==> src/rtl/ram_arbiter.sv <==
// Three-way arbiter in front of a synchronous single-port RAM: loader (write-only,
// highest priority), CPU (read/write) and blitter (read-only, burst-fair with CPU).
module ram_arbiter #(
  parameter int MAX_BURST = 16
) (
  input  logic        clk,
  input  logic        res,
  input  logic        cpu_req,
  input  logic        cpu_wr,
  input  logic [11:0] cpu_addr,
  input  logic [7:0]  cpu_wdata,
  output logic        cpu_ack,
  output logic        cpu_rvalid,
  input  logic        blt_req,
  input  logic [11:0] blt_addr,
  output logic        blt_ack,
  output logic        blt_rvalid,
  input  logic        ldr_req,
  input  logic [11:0] ldr_addr,
  input  logic [7:0]  ldr_wdata,
  output logic        ldr_ack,
  output logic        mem_en,
  output logic        mem_wr,
  output logic [11:0] mem_addr,
  output logic [7:0]  mem_wdata,
  input  logic [7:0]  mem_rdata,
  output logic [7:0]  rdata,
  output logic [1:0]  dbg_state
);

  // Handshake: a requester holds x_req and its address/data stable until it sees
  // x_ack high in a cycle; that cycle is the transfer. Reads return x_rvalid two
  // cycles after the ack cycle with the data on the shared rdata bus.

  typedef enum logic [1:0] {
    IDLE    = 2'd0,
    OWN_LDR = 2'd1,
    OWN_CPU = 2'd2,
    OWN_BLT = 2'd3
  } owner_t;

  localparam logic [7:0] MAX_B = 8'(MAX_BURST);

  owner_t     state, state_nxt;
  logic [7:0] burst_cnt;
  logic       last_blt;   // 1 when the blitter was the most recently served of CPU/blitter
  logic       burst_full;
  logic       any_ack;
  logic       rd_cpu_q, rd_blt_q;

  assign burst_full = (burst_cnt >= MAX_B);
  assign any_ack    = cpu_ack | blt_ack | ldr_ack;
  assign dbg_state  = state;

  // State register
  always_ff @(posedge clk or posedge res) begin
    if (res) state <= IDLE;
    else     state <= state_nxt;
  end

  // Next-state logic
  always_comb begin
    state_nxt = IDLE;
    if (ldr_req) begin
      state_nxt = OWN_LDR;
    end else begin
      case (state)
        OWN_CPU: begin
          if (cpu_req && !(blt_req && burst_full)) state_nxt = OWN_CPU;
          else if (blt_req)                        state_nxt = OWN_BLT;
          else                                     state_nxt = IDLE;
        end
        OWN_BLT: begin
          if (blt_req && !(cpu_req && burst_full)) state_nxt = OWN_BLT;
          else if (cpu_req)                        state_nxt = OWN_CPU;
          else                                     state_nxt = IDLE;
        end
        default: begin
          if (cpu_req && blt_req) state_nxt = last_blt ? OWN_CPU : OWN_BLT;
          else if (cpu_req)       state_nxt = OWN_CPU;
          else if (blt_req)       state_nxt = OWN_BLT;
          else                    state_nxt = IDLE;
        end
      endcase
    end
  end

  // Output logic
  always_comb begin
    cpu_ack = (state == OWN_CPU) && cpu_req;
    blt_ack = (state == OWN_BLT) && blt_req;
    ldr_ack = (state == OWN_LDR) && ldr_req;
  end

  // Burst length of the current owner, counting the cycle it is granted in
  always_ff @(posedge clk or posedge res) begin
    if (res) begin
      burst_cnt <= 8'd0;
      last_blt  <= 1'b1;
    end else begin
      if (state_nxt != state)
        burst_cnt <= (state_nxt == IDLE) ? 8'd0 : 8'd1;
      else if (any_ack && burst_cnt < MAX_B)
        burst_cnt <= burst_cnt + 8'd1;
      if (cpu_ack)      last_blt <= 1'b0;
      else if (blt_ack) last_blt <= 1'b1;
    end
  end

  // Memory command register: one accepted access becomes one mem_en cycle
  always_ff @(posedge clk or posedge res) begin
    if (res) begin
      mem_en    <= 1'b0;
      mem_wr    <= 1'b0;
      mem_addr  <= 12'd0;
      mem_wdata <= 8'd0;
    end else begin
      mem_en    <= any_ack;
      mem_wr    <= 1'b0;
      mem_addr  <= 12'd0;
      mem_wdata <= 8'd0;
      if (ldr_ack) begin
        mem_wr    <= 1'b1;
        mem_addr  <= ldr_addr;
        mem_wdata <= ldr_wdata;
      end else if (cpu_ack) begin
        mem_wr    <= cpu_wr;
        mem_addr  <= cpu_addr;
        mem_wdata <= cpu_wr ? cpu_wdata : 8'd0;
      end else if (blt_ack) begin
        mem_addr  <= blt_addr;
      end
    end
  end

  // Read-return tags follow the access through the RAM latency, independent of ownership
  always_ff @(posedge clk or posedge res) begin
    if (res) begin
      rd_cpu_q   <= 1'b0;
      rd_blt_q   <= 1'b0;
      cpu_rvalid <= 1'b0;
      blt_rvalid <= 1'b0;
    end else begin
      rd_cpu_q   <= cpu_ack && !cpu_wr;
      rd_blt_q   <= blt_ack;
      cpu_rvalid <= rd_cpu_q;
      blt_rvalid <= rd_blt_q;
    end
  end

  assign rdata = (cpu_rvalid || blt_rvalid) ? mem_rdata : 8'd0;

endmodule

==> config.mk <==
export PLATFORM = sky130hd
export DESIGN_NAME = ram_arbiter
export DESIGN_NICKNAME = d
export VERILOG_FILES = /design/src/rtl/ram_arbiter.sv
export SDC_FILE = /design/constraint.sdc
export NUM_CORES = 1
export LEC_CHECK = 0
export ABC_AREA = 1
export BUFFER_PORTS_ARGS = -buffer_cell sky130_fd_sc_hd__buf_2
export CORE_MARGIN = 2
export CORE_UTILIZATION = 43
export CTS_CLUSTER_DIAMETER = 200
export CTS_CLUSTER_SIZE = 8
export DETAILED_ROUTE_END_ITERATION = 10
export GPL_ROUTABILITY_DRIVEN = 1
export PLACE_DENSITY = 0.82
export SKIP_CTS_REPAIR_TIMING = 1
export SYNTH_ARGS = -nofsm -noshare
export SYNTH_HDL_FRONTEND = slang
export SYNTH_SLANG_ARGS = --single-unit
==> constraint.sdc <==
create_clock -name clk -period 1.7 [get_ports clk]
set_clock_uncertainty 0.15 [all_clocks]
set_input_delay 0.085 -clock clk [delete_from_list [all_inputs] [get_ports clk]]
set_output_delay 0.085 -clock clk [all_outputs]
set_load 0.005 [all_outputs]
==> metrics.log <==
[metrics] initial core utilization: ~46%
[metrics] flop and latch count out of synthesis: 37
[metrics] routability cong.: 0.7911
[metrics] clock buffers created by TritonCTS: 5
[metrics] # port buffers: 102
[metrics] share of total power in the clock network: 33.0%
[metrics] minimum clock period: between 1500 and 2000 ps
[metrics] switching power: about 0.57 mW
[metrics] Reg clk slew, reported paths: 70 ps
[metrics] Max-Cap Viols: 0
[metrics] setup violation total in the final timing report: 0
[metrics] worst-path fanout max: 21
[metrics] highest-count cells in the layout ignoring fill and taps: sky130_fd_sc_hd__buf_2, sky130_fd_sc_hd__nand2_1, sky130_fd_sc_hd__dlygate4sd3_1
[metrics] Max H-tree Level: 2
[metrics] portion of the post-synthesis area used by sequential elements: 54.33%
[metrics] growth of design area from synthesis to finish: 73.68%
[metrics] worst setup margin: about 38 ps
[metrics] number of antenna violations at the first check in global routing: 0
[metrics] maximum number of pins on one net before global-route repair: 38
[metrics] sort of element at the end of the critical path: output pin
[metrics] Post-route DRC: 0
[metrics] Worst Tran Pin Value: around 460 ps
[metrics] row cnt: 22
[metrics] DP Worst Slack: just over 80 ps
[metrics] net count of the mapped netlist: about 260
[metrics] clock insertion delay at the later pin of the skew report: around 280 ps
[metrics] Mapped Avg Cell Area: 8.797 um^2
[metrics] result of the run: finished, final reports clean
[metrics] number of global-route vias before repair: around 1500
[metrics] number of library cell types mapped by synthesis: 25
[metrics] count of pins over their slew limit: 0
[metrics] top area cells in the synthesized netlist: sky130_fd_sc_hd__dfrtp_1, sky130_fd_sc_hd__nand2_1, sky130_fd_sc_hd__nand3_1
[metrics] number of diodes added for antenna fixing: 0
[metrics] via count: approximately 2000
[metrics] combinational fraction of design power: between 20% and 30%
[metrics] cells along the critical path: inv_2 > nand3_2 > inv_1 > buf_8 > buf_2
[metrics] data required time at the worst endpoint: 1460 ps
[metrics] CTS Sinks: 37
[metrics] per-cell routed wire length: 15.25 um
[metrics] post-synthesis cell type with the largest combined area: sky130_fd_sc_hd__dfrtp_1
[metrics] cell count after synthesis: roughly 190
[metrics] global route overflow: 0
[metrics] switching portion of total power: between 20% and 30%
[metrics] detailed router's first-iteration violation count: about 140
[metrics] Hold Crit Class: in -> reg
[metrics] FF-to-FF path depth: 8
[metrics] Critical Setup Path Class: reg -> out
[metrics] register share of total power: between 40% and 50%
[metrics] internal power consumption: approximately 1.6 mW
[metrics] Post-Route Hold Slack: between 6 and 7 ps
[metrics] Tcrit/Tclk final: 97.75%
[metrics] DRT Wirelength: a little over 6000 um
[metrics] Critical Path Source Type: flop
[metrics] delay of the slowest cell on the worst path: ~450 ps
[metrics] count of antenna-violating nets left after detailed routing: 0
[metrics] largest vdd supply drop: between 0.5 and 0.6 mV
[metrics] Max clock buf depth: 2
[metrics] CTS Root Cell: sky130_fd_sc_hd__clkbuf_8
[metrics] Warnings, synthesis: 0
[metrics] commonest non-fill, non-tap cell in the layout: sky130_fd_sc_hd__buf_2
[metrics] first-pass GRT wire length: 6603 um
[metrics] CTS tree: built
[metrics] via-per-instance ratio: approximately 4.8
[metrics] share of Yosys cell area claimed by the top area cell type: 52.79%
[metrics] count of final hold-check violations: 0
[metrics] Detailed Routing Iterations Pass 1: 4
[metrics] arrival time at the worst endpoint: 1430 ps
[metrics] maximum clock rate: approximately 0.6 GHz
[metrics] final-layout fill cell count: between 200 and 300
[metrics] fraction of layout instances using a drive strength above 1: a little over a third
[metrics] worst max-slew margin expressed relative to the limit: a little over two thirds
[metrics] die area: around 4500 um^2
[metrics] cell with the biggest individual delay on the critical path: sky130_fd_sc_hd__dfrtp_2
[metrics] summed instance area of the synthesized netlist: 1707 um^2
[metrics] cell leakage power: ~1.6 nW
[metrics] core footprint: 3744 um^2
[metrics] final-stage net count: ~430
[metrics] Ports: 103
[metrics] P per Cell Area: 738.1 nW/um^2
[metrics] overall global routing resource usage: between 10% and 20%
[metrics] Die X-Extent: approximately 67 um
[metrics] Die Y-Extent: between 60 and 70 um
[metrics] number of cells on the worst hold path: 3
[metrics] HPWL after detailed placement: 3182 um
## state kept, by name (all words and copies together) (netlist names), 2 cells and up
signal     cells
burst_cnt      8
mem_addr      12
mem_wdata      8
dbg_state      2
## worst max-delay path: cells and delay by family, from the launching register on
| kind | cells | cell delay, ps |
|---|---|---|
| flops | 1 | 450 |
| buf+inv | 4 | 570 |
| simple gates | 1 | 130 |
## final cells by class
class,count,area [um^2],share of cell area [%]
Clock buffer,5,68.82,2.322
Clock inverter,2,35.03,1.182
Inverter,27,102.6,3.461
Multi-Input combinational cell,124,651.9,21.99
Sequential cell,37,929.6,31.36
Tap cell,48,60.06,2.026
Timing Repair Buffer,162,1116,37.65
## cell usage after synthesis
cell	number
sky130_fd_sc_hd__dfstp_2	1
sky130_fd_sc_hd__nor2_1	20
sky130_fd_sc_hd__nand4_1	3
sky130_fd_sc_hd__clkinv_2	1
sky130_fd_sc_hd__nand2_1	57
sky130_fd_sc_hd__ha_1	2
sky130_fd_sc_hd__a21oi_4	1
sky130_fd_sc_hd__o21ai_1	1
sky130_fd_sc_hd__a32o_1	8
sky130_fd_sc_hd__buf_2	4
sky130_fd_sc_hd__nand3_4	2
sky130_fd_sc_hd__nor2_2	1
sky130_fd_sc_hd__dfrtp_1	36
sky130_fd_sc_hd__nand3_1	19
sky130_fd_sc_hd__inv_2	1
sky130_fd_sc_hd__clkbuf_1	2
sky130_fd_sc_hd__a31o_2	1
sky130_fd_sc_hd__inv_1	25
sky130_fd_sc_hd__nand3_2	2
sky130_fd_sc_hd__xor2_1	1
sky130_fd_sc_hd__nand2_4	1
sky130_fd_sc_hd__nand2_2	2
sky130_fd_sc_hd__o21ai_0	1
sky130_fd_sc_hd__o21bai_1	1
sky130_fd_sc_hd__nor3_1	1
## per-stage QoR
stage	TNS [ps]	cell area, um^2	utilization, %	power [mW]	instances
3_5_place_dp	0	2280	60.90	1.354	342
2_1_floorplan	0	1707	-	1.173	194
4_1_cts	-61.77	2384	63.67	2.065	349
6_report	0	2964	79.18	2.188	405
5_1_grt	-23.45	2964	79.18	2.291	405
3_3_place_gp	0	2280	60.90	1.340	342
## path summary, 6_finish.rpt
| path | from | endpoint | slack [ps] |
|---|---|---|---|
| worst min-delay path | cpu_req | rd_cpu_q | 7 |
| worst max register to register | dbg_state[0] | burst_cnt[0] | 120 |
| min in group asynchronous | res | blt_rvalid | 300 |
| max in group asynchronous | res | last_blt | 750 |
| worst max-delay path | dbg_state[0] | cpu_ack | 40 |
| worst min register to register | rd_cpu_q | cpu_rvalid | 200 |
## kinds of logic (layout without fill, tap and decap cells)
kind of cell               Yosys count  count (layout)  share of synthesized area, %
and+or+nand+nor                    108             108                         28.89
buffers and inverters               33             196                         7.624
adders and majority gates            2               2                         1.466
DFF                                 37              37                         54.33
xor gates and xnor gates             1               1                        0.5133
AOI/OAI and AO/OA                   13              13                         7.185
## power by group through the flow
stage	Clock (mW)	Sequential (mW)	Combinational, mW
after floorplan	0	0.992	0.182
after global placement	0	0.983	0.358
after detailed placement	0	0.987	0.367
after CTS	0.724	0.971	0.369
after global routing	0.772	0.981	0.538
final	0.722	0.974	0.492
## per-layer routing
metal / vias to the layer above / GRT usage [%] / wire (um)
li1: 938 / - / -
met1: 883 / 22.55 / 2214
met2: 111 / 35.15 / 3187
met3: 26 / 5.574 / 518
met4: 0 / 7.653 / 256
met5: - / 0 / 0
No activity file was read; power rests on OpenSTA's default activity.
